<file path="src/rtl/traffic_light_monitor.sv">
// traffic_light_monitor: passive checker that decodes the active-low LED bus, tracks the
//   Red->Blue->Green phase order, times each phase in seconds and flags sequence/timing/pattern errors.
// Latency: phase follows led_in by 2 cycles (4 with LED_SYNC_EN defined); done/err update with phase.
// Backpressure: none; observe-only, every cycle is consumed.
module traffic_light_monitor #(
  parameter int CLK_PER_SEC = 24_000_000,
  parameter int RED_SECS    = 10,
  parameter int BLUE_SECS   = 3,
  parameter int GREEN_SECS  = 5,
  parameter int TOL_SECS    = 1,
  parameter int SEC_W       = 8
) (
  input  logic             sys_clk,
  input  logic             sys_rst_n,
  input  logic [2:0]       led_in,
  input  logic             clr_err,
  output logic [1:0]       phase,
  output logic             done_stb,
  output logic [1:0]       done_phase,
  output logic [SEC_W-1:0] done_secs,
  output logic             err_seq,
  output logic             err_time,
  output logic             err_pattern,
  output logic [7:0]       err_cnt
);

  localparam int CYC_W = (CLK_PER_SEC > 1) ? $clog2(CLK_PER_SEC) : 1;
  localparam logic [CYC_W-1:0] CYC_LAST = CYC_W'(CLK_PER_SEC - 1);
  localparam logic [SEC_W-1:0] SEC_MAX  = {SEC_W{1'b1}};

  typedef enum logic [1:0] {
    UNLOCKED = 2'd0,
    RED      = 2'd1,
    BLUE     = 2'd2,
    GREEN    = 2'd3
  } state_t;

  // Active-low LED codes map straight onto phases; anything else is illegal.
  function automatic state_t decode(input logic [2:0] code);
    case (code)
      3'b101:  decode = RED;
      3'b011:  decode = BLUE;
      3'b110:  decode = GREEN;
      default: decode = UNLOCKED;
    endcase
  endfunction

  function automatic state_t next_legal(input state_t s);
    case (s)
      RED:     next_legal = BLUE;
      BLUE:    next_legal = GREEN;
      GREEN:   next_legal = RED;
      default: next_legal = UNLOCKED;
    endcase
  endfunction

  function automatic int exp_secs(input state_t s);
    case (s)
      RED:     exp_secs = RED_SECS;
      BLUE:    exp_secs = BLUE_SECS;
      GREEN:   exp_secs = GREEN_SECS;
      default: exp_secs = 0;
    endcase
  endfunction

  logic [2:0] led_src;
  logic [2:0] led_q, led_d;

`ifdef LED_SYNC_EN
  logic [2:0] sync1_q, sync1_d;
  logic [2:0] sync2_q, sync2_d;

  // Two-flop synchronizer for LED signals arriving from another domain.
  always_comb begin
    sync1_d = led_in;
    sync2_d = sync1_q;
  end

  // Synchronizer registers.
  always_ff @(posedge sys_clk or negedge sys_rst_n) begin
    if (!sys_rst_n) begin
      sync1_q <= 3'b000;
      sync2_q <= 3'b000;
    end else begin
      sync1_q <= sync1_d;
      sync2_q <= sync2_d;
    end
  end

  assign led_src = sync2_q;
`else
  assign led_src = led_in;
`endif

  state_t           state_q, state_d;
  logic             first_q, first_d;
  logic             stuck_q, stuck_d;
  logic [CYC_W-1:0] cyc_q, cyc_d;
  logic [SEC_W-1:0] sec_q, sec_d;
  logic             done_stb_q, done_stb_d;
  logic [1:0]       done_phase_q, done_phase_d;
  logic [SEC_W-1:0] done_secs_q, done_secs_d;
  logic             err_seq_q, err_seq_d;
  logic             err_time_q, err_time_d;
  logic             err_pat_q, err_pat_d;
  logic [7:0]       err_cnt_q, err_cnt_d;

  state_t           dec;
  logic [CYC_W-1:0] cyc_adv;
  logic [SEC_W-1:0] sec_adv;
  logic             evt_seq, evt_time, evt_pat, evt_any;
  int               diff;

  // Phase FSM, second timer and per-phase checks; sec_adv includes the current cycle.
  always_comb begin
    led_d        = led_src;
    dec          = decode(led_q);
    state_d      = state_q;
    first_d      = first_q;
    stuck_d      = stuck_q;
    done_stb_d   = 1'b0;
    done_phase_d = done_phase_q;
    done_secs_d  = done_secs_q;
    evt_seq      = 1'b0;
    evt_time     = 1'b0;
    evt_pat      = 1'b0;
    diff         = 0;

    if (cyc_q == CYC_LAST) begin
      cyc_adv = '0;
      sec_adv = (sec_q == SEC_MAX) ? sec_q : sec_q + 1'b1;
    end else begin
      cyc_adv = cyc_q + 1'b1;
      sec_adv = sec_q;
    end
    cyc_d = cyc_adv;
    sec_d = sec_adv;

    if (state_q == UNLOCKED) begin
      cyc_d   = '0;
      sec_d   = '0;
      stuck_d = 1'b0;
      if (dec != UNLOCKED) begin
        // Locking mid-phase: this first phase is partial and is not timed.
        state_d = dec;
        first_d = 1'b1;
      end
    end else if (dec == UNLOCKED) begin
      state_d = UNLOCKED;
      first_d = 1'b0;
      stuck_d = 1'b0;
      cyc_d   = '0;
      sec_d   = '0;
      evt_pat = 1'b1;
    end else if (dec != state_q) begin
      state_d = dec;
      first_d = 1'b0;
      stuck_d = 1'b0;
      cyc_d   = '0;
      sec_d   = '0;
      evt_seq = (dec != next_legal(state_q));
      if (!first_q) begin
        done_stb_d   = 1'b1;
        done_phase_d = state_q;
        done_secs_d  = sec_adv;
        diff         = int'(sec_adv) - exp_secs(state_q);
        // A phase already flagged as stuck is not flagged again at its end.
        evt_time     = !stuck_q && ((diff > TOL_SECS) || (diff < -TOL_SECS));
      end
    end else if (!stuck_q && (int'(sec_adv) >= exp_secs(state_q) + TOL_SECS + 1)) begin
      evt_time = 1'b1;
      stuck_d  = 1'b1;
    end
  end

  // Sticky error flags and saturating event counter; a same-cycle event beats clr_err.
  always_comb begin
    evt_any = evt_seq | evt_time | evt_pat;
    if (clr_err) begin
      err_seq_d  = evt_seq;
      err_time_d = evt_time;
      err_pat_d  = evt_pat;
      err_cnt_d  = evt_any ? 8'd1 : 8'd0;
    end else begin
      err_seq_d  = err_seq_q | evt_seq;
      err_time_d = err_time_q | evt_time;
      err_pat_d  = err_pat_q | evt_pat;
      err_cnt_d  = (evt_any && (err_cnt_q != 8'hFF)) ? err_cnt_q + 8'd1 : err_cnt_q;
    end
  end

  // State, timer, result and error registers.
  always_ff @(posedge sys_clk or negedge sys_rst_n) begin
    if (!sys_rst_n) begin
      led_q        <= 3'b000;
      state_q      <= UNLOCKED;
      first_q      <= 1'b0;
      stuck_q      <= 1'b0;
      cyc_q        <= '0;
      sec_q        <= '0;
      done_stb_q   <= 1'b0;
      done_phase_q <= 2'd0;
      done_secs_q  <= '0;
      err_seq_q    <= 1'b0;
      err_time_q   <= 1'b0;
      err_pat_q    <= 1'b0;
      err_cnt_q    <= 8'd0;
    end else begin
      led_q        <= led_d;
      state_q      <= state_d;
      first_q      <= first_d;
      stuck_q      <= stuck_d;
      cyc_q        <= cyc_d;
      sec_q        <= sec_d;
      done_stb_q   <= done_stb_d;
      done_phase_q <= done_phase_d;
      done_secs_q  <= done_secs_d;
      err_seq_q    <= err_seq_d;
      err_time_q   <= err_time_d;
      err_pat_q    <= err_pat_d;
      err_cnt_q    <= err_cnt_d;
    end
  end

  assign phase       = state_q;
  assign done_stb    = done_stb_q;
  assign done_phase  = done_phase_q;
  assign done_secs   = done_secs_q;
  assign err_seq     = err_seq_q;
  assign err_time    = err_time_q;
  assign err_pattern = err_pat_q;
  assign err_cnt     = err_cnt_q;

endmodule

</file>
<file path="config.mk">
export PLATFORM = sky130hd
export DESIGN_NAME = traffic_light_monitor
export DESIGN_NICKNAME = d
export VERILOG_FILES = /design/src/rtl/traffic_light_monitor.sv
export SDC_FILE = /design/constraint.sdc
export NUM_CORES = 1
export LEC_CHECK = 0
export CAP_MARGIN = 20
export CORE_MARGIN = 2
export CORE_UTILIZATION = 25
export CTS_BUF_LIST = sky130_fd_sc_hd__clkbuf_4 sky130_fd_sc_hd__clkbuf_8
export DETAILED_ROUTE_END_ITERATION = 16
export GPL_TIMING_DRIVEN = 0
export HOLD_SLACK_MARGIN = 0.02
export PLACE_DENSITY = 0.52
export SKIP_LAST_GASP = 1
export SYNTH_ARGS = -nofsm -noshare
export SYNTH_HDL_FRONTEND = slang
export SYNTH_SLANG_ARGS = --single-unit
</file>
<file path="constraint.sdc">
create_clock -name sys_clk -period 6.85 [get_ports sys_clk]
set_input_delay 0.685 -clock sys_clk [delete_from_list [all_inputs] [get_ports sys_clk]]
set_output_delay 0.685 -clock sys_clk [all_outputs]
set_load 0.02 [all_outputs]
</file>
==> impl_metrics.toml, run 1 <==
[logic_synthesis]
muxShareOfSynthArea_pct = 4.09
synth_edf_count = 0
ys.flop_type = "dfrtp_1"
synth_top_area_cell = "dfrtp_1"
synth_area_leaders = "dfrtp_1, nor2_1, ha_1, nand2_1, xor2_1"
synthArstFlopShare_pct = 100
synth-adder-area-share_pct = 5.49
synthSimpleGateAreaFrac_pct = 27.3
ys_seq_area_share_pct = 39.6
synth_nets = 442
yosys.cell_types.count = 73
syn_area_per_cell_um2 = 9.33
synth_xor_xnor_area_share_pct = 6.03
synth_top_cell_area_share_pct = 39.6
netlist_instances = 420
yosysWarnings = 0
synth_compound_area_share_pct = 12.8
synth_area_um2 = 3920
synth_seq_cells = 62
synth_top_family_by_area = "simple AND/OR/NAND/NOR gates"

[worst_setup_path]
cp.arrival_ns = 5.96
slowest_delay_ns = 0.62
critical_path_class = "flop to flop"
reg2reg_depth = 22
required_ns = 7.08
cpMaxStageDelayCell = "nor4_4"
path_delay_family = "simple AND/OR/NAND/NOR gates"
r2r_slack_ns = 1.12
r2r_end = "err_cnt[7]"
path_common_cell = "ha_1"
crit_fanout = 9
startpoint_type = "flop"
cp-end-kind = "flop"
cp_num_cells = 22
crit_chain = "ha_1, nand3_2, nor4_4, nand3_2, mux2i_1, inv_1, ha_1, nand2b_1, and2_1, nand2_1, a31o_1, a211oi_2, and3_1, ha_1, a2111oi_0, o41ai_1, a21oi_1, and4b_1, a211o_1, buf_6, a21oi_2, mux2_4"
r2r-start = "cyc_q[0]"
path_buf_inv = 2

[floorplan]
die_y_um = 129
num_rows = 45
core_um2 = 15300
die_w_um = 129
ios = 30
start_util_pct = 25.7
dieArea_um2 = 16700

[clocking]
cts.reportedPaths.clkPinSlew_ns = 0.07
postCtsHoldBufs = 0
cts_tree = "built"
clock-root-buffer = "clkbuf_8"
cts.htree.levels = 3
cts_buffer_depth = 2
cts_made_buffers = 9
cts_resized = 0
clk_latency_ns = 0.35
post_cts_buffers = 0
cts.sinks = 62

[placed_design]
io_buffers = 28
hpwl_um = 6340
gp_congestion = 0.877

[sta]
rsz0062_at_grt = "false"
hold_violations = 0
fmax_mhz = 175
worst_pin_slew_ns = 0.804
maxSlewViolCount = 0
final.period_utilization_pct = 83.6
setup_viol = 0
tns_ns = 0
skew_ns = 0.00530
fin_crit_ns = 5.73
timing.slew.headroom_pct = 46.4

[pwr]
p_leak_nw = 1.97
p_seq_share_pct = 40.5
power.density_nw_per_um2 = 214
vdd_drop_max_mv = 0.124
p_sw_mw = 0.300
power_frac_comb_pct = 22.8
swShare_pct = 29.9
p_int_mw = 0.703
report.power.total_mw = 1.00
clkPwrFrac_pct = 36.7

[global_route]
antenna_found_initial = 0
grt_max_degree = 63
grt_pass1_vias = 3118
grt_overflow = 0
grt_pass1_wl_um = 15300
grtUsageTotal_pct = 11.5

[route]
top_layer = "met4"
drt-met1-wl_um = 4550
ant_nets = 0
drcViolationCount = 0
first_pass_iters = 4
wl_met3_um = 317
wirelength_um = 8930
routedWlPerCell_um = 13.2
via_per_inst = 4.61
dr_wl_met2_um = 3960
vias = 3112
drt_iter0_markers = 135

[job]
drv_cap = 0

[cells_and_area]
final_net_count = 481
num-fill-cells = 1602
final_common_cell = "dfrtp_1"
drive_gt1_share_pct = 12.7
synthToLayoutAreaGrowth_pct = 19.5
n_antenna_cell = 0
mostFrequentLayoutCells = "dfrtp_1, nor2_1, nand2_1"

[run_status]
status = "complete, no violations"

[min_path]
hp-class = "input pin to async pin"
-- metal layers --
layer  up-vias  global-route usage [%]
met5         -                       0
met4         0                    3.26
met3        12                    2.68
met2        50                    18.0
met1      1489                    15.8
li1       1561                       -
-- worst max-delay path by stage --
stage | startpoint | endpoint
floorplan | cyc_q[0] | err_cnt[3]
global placement | cyc_q[0] | err_cnt[4]
detailed placement | cyc_q[0] | err_cnt[3]
CTS | cyc_q[0] | err_cnt[4]
global route | cyc_q[0] | err_cnt[4]
finish | cyc_q[0] | err_cnt[7]
-- per-stage QoR --
stage          hold slack (ns)  std cells  setup WS, ns  utilization (%)  cell area, um^2
3_5_place_dp             0.478        659          1.16             29.2             4460
5_1_grt                  0.502        675         0.634             30.7             4680
2_1_floorplan            0.389        420          1.99                -             3920
3_3_place_gp             0.472        659          1.25             29.3             4460
6_report                 0.427        675          1.12             30.7             4680
4_1_cts                  0.469        675          1.12             30.7             4680
-- state kept, by name, indices dropped and copies added, names as in the netlist --
register / cells
cyc_q: 25
done_phase: 2
done_secs: 8
done_stb: 1
err_cnt: 8
err_pattern: 1
err_seq: 1
err_time: 1
first_q: 1
led_q: 3
phase: 2
sec_q: 8
stuck_q: 1
-- power groups by stage --
stage	Sequential, mW	Clock, mW	Combinational [mW]
final	0.406	0.368	0.228
after global placement	0.413	0	0.227
after CTS	0.406	0.381	0.231
after detailed placement	0.413	0	0.230
after global routing	0.409	0.398	0.256
after floorplan	0.429	0	0.133
-- kinds of logic (layout without fill, tap and decap cells) --
kind of cell | count (synthesis) | after routing
xor+xnor | 27 | 27
fa+ha+maj | 16 | 16
simple gates | 194 | 194
buf+inv | 37 | 81
mux | 12 | 12
compound gates | 72 | 72
flops | 62 | 62
-- worst register-to-register path, cell delays in order (launching register included) --
cell and delay (ns):
dfrtp_1 0.40, ha_1 0.22, nand3_2 0.21, nor4_4 0.63, nand3_2 0.23, mux2i_1 0.50, inv_1 0.11, ha_1 0.32
nand2b_1 0.09, and2_1 0.21, nand2_1 0.08, a31o_1 0.24, a211oi_2 0.25, and3_1 0.19, ha_1 0.24, a2111oi_0 0.43
o41ai_1 0.16, a21oi_1 0.17, and4b_1 0.26, a211o_1 0.13, buf_6 0.15, a21oi_2 0.08, mux2_4 0.30
-- area by class of cell --
| cell class | instances | area, um^2 | share of cell area (%) |
|---|---|---|---|
| Clock buffer | 12 | 153 | 3.26 |
| Buffer | 17 | 110 | 2.35 |
| Timing Repair Buffer | 28 | 278 | 5.93 |
| Inverter | 20 | 75.1 | 1.60 |
| Multi-Input combinational cell | 321 | 2180 | 46.6 |
| Sequential cell | 62 | 1550 | 33.1 |
| Tap cell | 211 | 264 | 5.64 |
| Clock inverter | 4 | 70.1 | 1.50 |
-- synth_stat cells (5+ instances only) --
cell and n:
a21oi_1 10, a21oi_2 6, and3_1 8, and4_1 5, buf_6 5, clkbuf_1 9
dfrtp_1 62, ha_1 14, inv_1 20, mux2_4 7, nand2_1 39, nand3_1 21
nand4_1 10, nor2_1 61, nor3_1 6, o21ai_0 21, or3_1 5, xnor2_1 12
xor2_1 15
Power figures use the tool's default switching activity.
==> run 2, diff against run 1 <==
Clock period 6.85 ns to 5.6 ns, I/O delays scaled along.
==> impl_metrics.toml, run 2 (synthesized netlist as in run 1, its figures left out) <==
[floorplan]
core_um2 = 15300
die_w_um = 129
die_y_um = 129
start_util_pct = 25.7
ios = 30
dieArea_um2 = 16700
num_rows = 45

[route]
first_pass_iters = 4
routedWlPerCell_um = 13.2
drt_iter0_markers = 124
drcViolationCount = 0
vias = 3132
via_per_inst = 4.63
ant_nets = 0
wirelength_um = 8940

[min_path]
hp-class = "input pin to async pin"

[cells_and_area]
top_register = "cyc_q"
n_antenna_cell = 0
final_common_cell = "dfrtp_1"
final_net_count = 483
fin_cells = 677
num-fill-cells = 1601
drive_gt1_share_pct = 13.3
synthToLayoutAreaGrowth_pct = 20.2
regArea_um2 = 1550
fin_util_pct = 30.9
multi_input_area_um2 = 2200
mostFrequentLayoutCells = "dfrtp_1, nor2_1, nand2_1"
largest_register_ff_count = 25

[sta]
fin_crit_ns = 5.14
worst_pin_slew_ns = 0.804
setup_viol = 0
postLayoutSetupSlackWorst_ns = 0.463
timing.slew.headroom_pct = 46.4
rsz0062_at_grt = "false"
fmax_mhz = 195
maxSlewViolCount = 0
skew_ns = 0.00573
tns_ns = 0
final.period_utilization_pct = 91.7
hold_violations = 0

[global_route]
grt_most_used_layer = "met2"
grtUsageTotal_pct = 11.5
met1_usage_pct = 15.8
antenna_found_initial = 0
grt_overflow = 0
grt_pass1_wl_um = 15300
grt_max_degree = 63
grt_pass1_vias = 3128
grt_util_met3_pct = 2.68
globalRouteMet2Util_pct = 18.0

[clocking]
cts_buffer_depth = 2
cts.sinks = 62
clock-root-buffer = "clkbuf_8"
cts_tree = "built"
cts.reportedPaths.clkPinSlew_ns = 0.07
cts.htree.levels = 3
clk_latency_ns = 0.35
postCtsHoldBufs = 0
cts_made_buffers = 9

[placed_design]
gp_congestion = 0.877
dp_cells = 659
pre_cts_slack_ns = -0.0907
io_buffers = 28
hpwl_um = 6340

[worst_setup_path]
crit_fanout = 9
r2r_end = "err_cnt[7]"
slowest_delay_ns = 0.40
path_buf_inv = 3
r2r-start = "cyc_q[0]"
startpoint_type = "flop"
cp.arrival_ns = 5.37
crit_chain = "ha_1, nand3_2, nor4_4, buf_4, nand3_2, mux2i_4, inv_1, ha_1, nand2b_1, and2_1, nand2_1, a31o_1, a211oi_2, and3_1, ha_1, nand2_1, a2111oi_1, o41ai_1, a21oi_1, and4b_1, a211o_1, buf_6, a21oi_2, mux2_4"
worstSetupEndpoint = "err_cnt[7]"
required_ns = 5.84
path_common_cell = "ha_1"
path_delay_family = "simple AND/OR/NAND/NOR gates"
cp-end-kind = "flop"
cp_num_cells = 24
critical_path_class = "flop to flop"
reg2reg_depth = 24
cpMaxStageDelayCell = "dfrtp_1"
critPathLaunch = "cyc_q[0]"
r2r_slack_ns = 0.46

[job]
drv_cap = 0

[pwr]
power.density_nw_per_um2 = 261
vdd_drop_max_mv = 0.152
p_leak_nw = 1.97

[run_status]
status = "complete, no violations"
## run 2: per-layer routing
layer | vias to the layer above | routed length (um) | share of wire, %
li1 | 1562 | - | -
met1 | 1503 | 4530 | 51
met2 | 55 | 3990 | 45
met3 | 12 | 321 | 3.6
met4 | 0 | 100 | 1.1
met5 | - | 0 | 0
## run 2: through the flow
stage,power [mW],hold slack [ns],instance area (um^2)
after global routing,1.30,0.377,4710
after CTS,1.25,0.344,4690
after floorplan,0.687,0.264,3920
after global placement,0.783,0.472,4460
final,1.23,0.300,4710
after detailed placement,0.786,0.478,4460
## run 2: worst register-to-register path, cell delays in order (launching register included)
cell,delay (ns)
dfrtp_1,0.40
ha_1,0.22
nand3_2,0.21
nor4_4,0.27
buf_4,0.18
nand3_2,0.15
mux2i_4,0.30
inv_1,0.08
ha_1,0.31
nand2b_1,0.09
and2_1,0.22
nand2_1,0.08
a31o_1,0.24
a211oi_2,0.25
and3_1,0.19
ha_1,0.16
nand2_1,0.06
a2111oi_1,0.39
o41ai_1,0.14
a21oi_1,0.16
and4b_1,0.25
a211o_1,0.13
buf_6,0.16
a21oi_2,0.08
mux2_4,0.30
## run 2: power breakdown
part	switching (mW)	leakage [nW]	internal, mW
clock	0.181	0.117	0.271
combinational	0.163	1.01	0.118
sequential	0.0252	0.846	0.471
total	0.368	1.97	0.860
## run 2: timing repair
item,in CTS,in global routing
pin swaps,1,1
hold endpoints to repair,0,0
endpoints found under the setup margin,6,9
gates resized for setup,1,2
buffers inserted,0,2
## run 2: how the worst min path moves through the flow
stage                       start       endpoint
finish                  sys_rst_n     err_cnt[3]
global route            sys_rst_n       cyc_q[7]
CTS                     sys_rst_n       cyc_q[4]
detailed placement  done_phase[1]  done_phase[1]
global placement    done_phase[1]  done_phase[1]
floorplan               sys_rst_n       cyc_q[0]
## run 2: cell type report
| cell class | count | area share [%] |
|---|---|---|
| buffer | 17 | 2.34 |
| timing repair buffer | 30 | 6.21 |
| inverter | 20 | 1.59 |
| sequential | 62 | 32.9 |
| clock inverter | 4 | 1.49 |
| multi-input combinational | 321 | 46.6 |
| clock buffer | 12 | 3.24 |
| tap | 211 | 5.60 |
==> run 3, diff against run 2 <==
Settings changed: CTS_BUF_LIST sky130_fd_sc_hd__clkbuf_4 sky130_fd_sc_hd__clkbuf_8 to not set.
==> impl_metrics.toml, run 3 (synthesized netlist as in run 1, its figures left out) <==
[job]
drv_cap = 0

[cells_and_area]
synthToLayoutAreaGrowth_pct = 22.6
fin_cells = 677
fin_area_um2 = 4810
drive_gt1_share_pct = 12.9
final_net_count = 483
mostFrequentLayoutCells = "dfrtp_1, nor2_1, nand2_1"
largest_register_ff_count = 25
n_antenna_cell = 0
top_register = "cyc_q"
final_common_cell = "dfrtp_1"

[clocking]
cts.reportedPaths.clkPinSlew_ns = 0.06
postCtsHoldBufs = 0
cts_made_buffers = 9
cts_tree = "built"
cts.htree.levels = 3
cts_buffer_depth = 2
cts.sinks = 62
clk_latency_ns = 0.32
clock-root-buffer = "clkbuf_16"

[floorplan]
die_w_um = 129
core_um2 = 15300
ios = 30
start_util_pct = 25.7
num_rows = 45
dieArea_um2 = 16700
die_y_um = 129

[route]
ant_nets = 0
first_pass_iters = 4
vias = 3123
via_per_inst = 4.61
drcViolationCount = 0
drt_iter0_markers = 107
wirelength_um = 8980
routedWlPerCell_um = 13.3

[sta]
postLayoutSetupSlackWorst_ns = 0.408
maxSlewViolCount = 0
fin_crit_ns = 5.19
skew_ns = 0.00461
timing.slew.headroom_pct = 46.3
final.period_utilization_pct = 92.7
setup_viol = 0
hold_violations = 0
fmax_mhz = 193
worst_pin_slew_ns = 0.805

[worst_setup_path]
r2r-start = "cyc_q[0]"
r2r_end = "err_cnt[4]"
reg2reg_depth = 23
critical_path_class = "flop to flop"
cp.arrival_ns = 5.40
path_common_cell = "ha_1"
path_delay_family = "simple AND/OR/NAND/NOR gates"
startpoint_type = "flop"
cpMaxStageDelayCell = "a2111oi_0"
required_ns = 5.81
crit_fanout = 9
cp_num_cells = 23
crit_chain = "ha_1, nand3_2, nor4_4, buf_4, nand3_2, mux2i_4, inv_1, ha_1, nand2b_1, and2_1, nand2_1, a31o_1, a211oi_2, and3_1, ha_1, a2111oi_0, o41ai_1, a21oi_1, and4b_1, a211o_1, buf_6, a21oi_2, mux2_4"
slowest_delay_ns = 0.43
r2r_slack_ns = 0.41
cp-end-kind = "flop"
path_buf_inv = 3

[global_route]
grt_max_degree = 63
grt_overflow = 0
grt_pass1_vias = 3114
antenna_found_initial = 0
grtUsageTotal_pct = 11.5
grt_pass1_wl_um = 15400

[min_path]
hp-class = "input pin to async pin"

[pwr]
p_leak_nw = 2.01
power.density_nw_per_um2 = 285
vdd_drop_max_mv = 0.166

[placed_design]
dp_cells = 659
placed_cell_area_um2 = 4460
gp_congestion = 0.877
io_buffers = 28
hpwl_um = 6340
pre_cts_slack_ns = -0.0907

[run_status]
status = "complete, no violations"
==> run 3: through the flow <==
stage | total power [mW] | utilization, % | hold slack, ns | setup TNS (ns)
finish | 1.37 | 31.5 | 0.336 | 0
global route | 1.45 | 31.5 | 0.414 | -0.00849
CTS | 1.39 | 31.3 | 0.379 | 0
detailed placement | 0.786 | 29.2 | 0.478 | -0.521
global placement | 0.783 | 29.3 | 0.472 | -0.00116
floorplan | 0.687 | - | 0.264 | 0
==> run 3: repair_timing <==
action,4_1_cts,5_1_grt
gates resized for setup,1,1
pin swaps,1,1
endpoints found under the setup margin,6,9
buffers inserted,0,2
==> run 3: layout make-up <==
cell class                 instances  area (um^2)
fill                            1593        10500
multi-input combinational        321         2200
sequential                        62         1550
timing repair buffer              30          293
tap                              211          264
clock buffer                      12          246
buffer                            17          110
inverter                          20         75.1
clock inverter                     4         70.1
==> run 3: worst register-to-register path, stage by stage (launching register included) <==
cell,delay [ns]
dfrtp_1,0.39
ha_1,0.22
nand3_2,0.21
nor4_4,0.27
buf_4,0.18
nand3_2,0.15
mux2i_4,0.30
inv_1,0.08
ha_1,0.31
nand2b_1,0.09
and2_1,0.22
nand2_1,0.08
a31o_1,0.24
a211oi_2,0.25
and3_1,0.19
ha_1,0.24
a2111oi_0,0.43
o41ai_1,0.16
a21oi_1,0.16
and4b_1,0.24
a211o_1,0.13
buf_6,0.15
a21oi_2,0.08
mux2_4,0.31
==> run 3: how the worst max path moves through the flow <==
stage	end	startpoint
2_1_floorplan	err_cnt[3]	cyc_q[0]
3_3_place_gp	err_cnt[4]	cyc_q[0]
3_5_place_dp	err_cnt[3]	cyc_q[0]
4_1_cts	err_cnt[4]	cyc_q[0]
5_1_grt	err_cnt[4]	cyc_q[0]
6_report	err_cnt[4]	cyc_q[0]
==> run 3: power by group <==
| part | total (mW) | switching, mW | internal (mW) | leakage [nW] |
|---|---|---|---|---|
| Combinational | 0.279 | 0.162 | 0.117 | 1.01 |
| Sequential | 0.497 | 0.0251 | 0.472 | 0.846 |
| Clock | 0.595 | 0.195 | 0.400 | 0.157 |
==> run 3: routing by layer <==
| layer | GRT usage (%) | vias up | share of wire (%) |
|---|---|---|---|
| li1 | - | 1567 | - |
| met1 | 15.9 | 1501 | 50 |
| met2 | 18.1 | 47 | 45 |
| met3 | 2.44 | 8 | 3.4 |
| met4 | 3.13 | 0 | 1.0 |
| met5 | 0 | - | 0 |
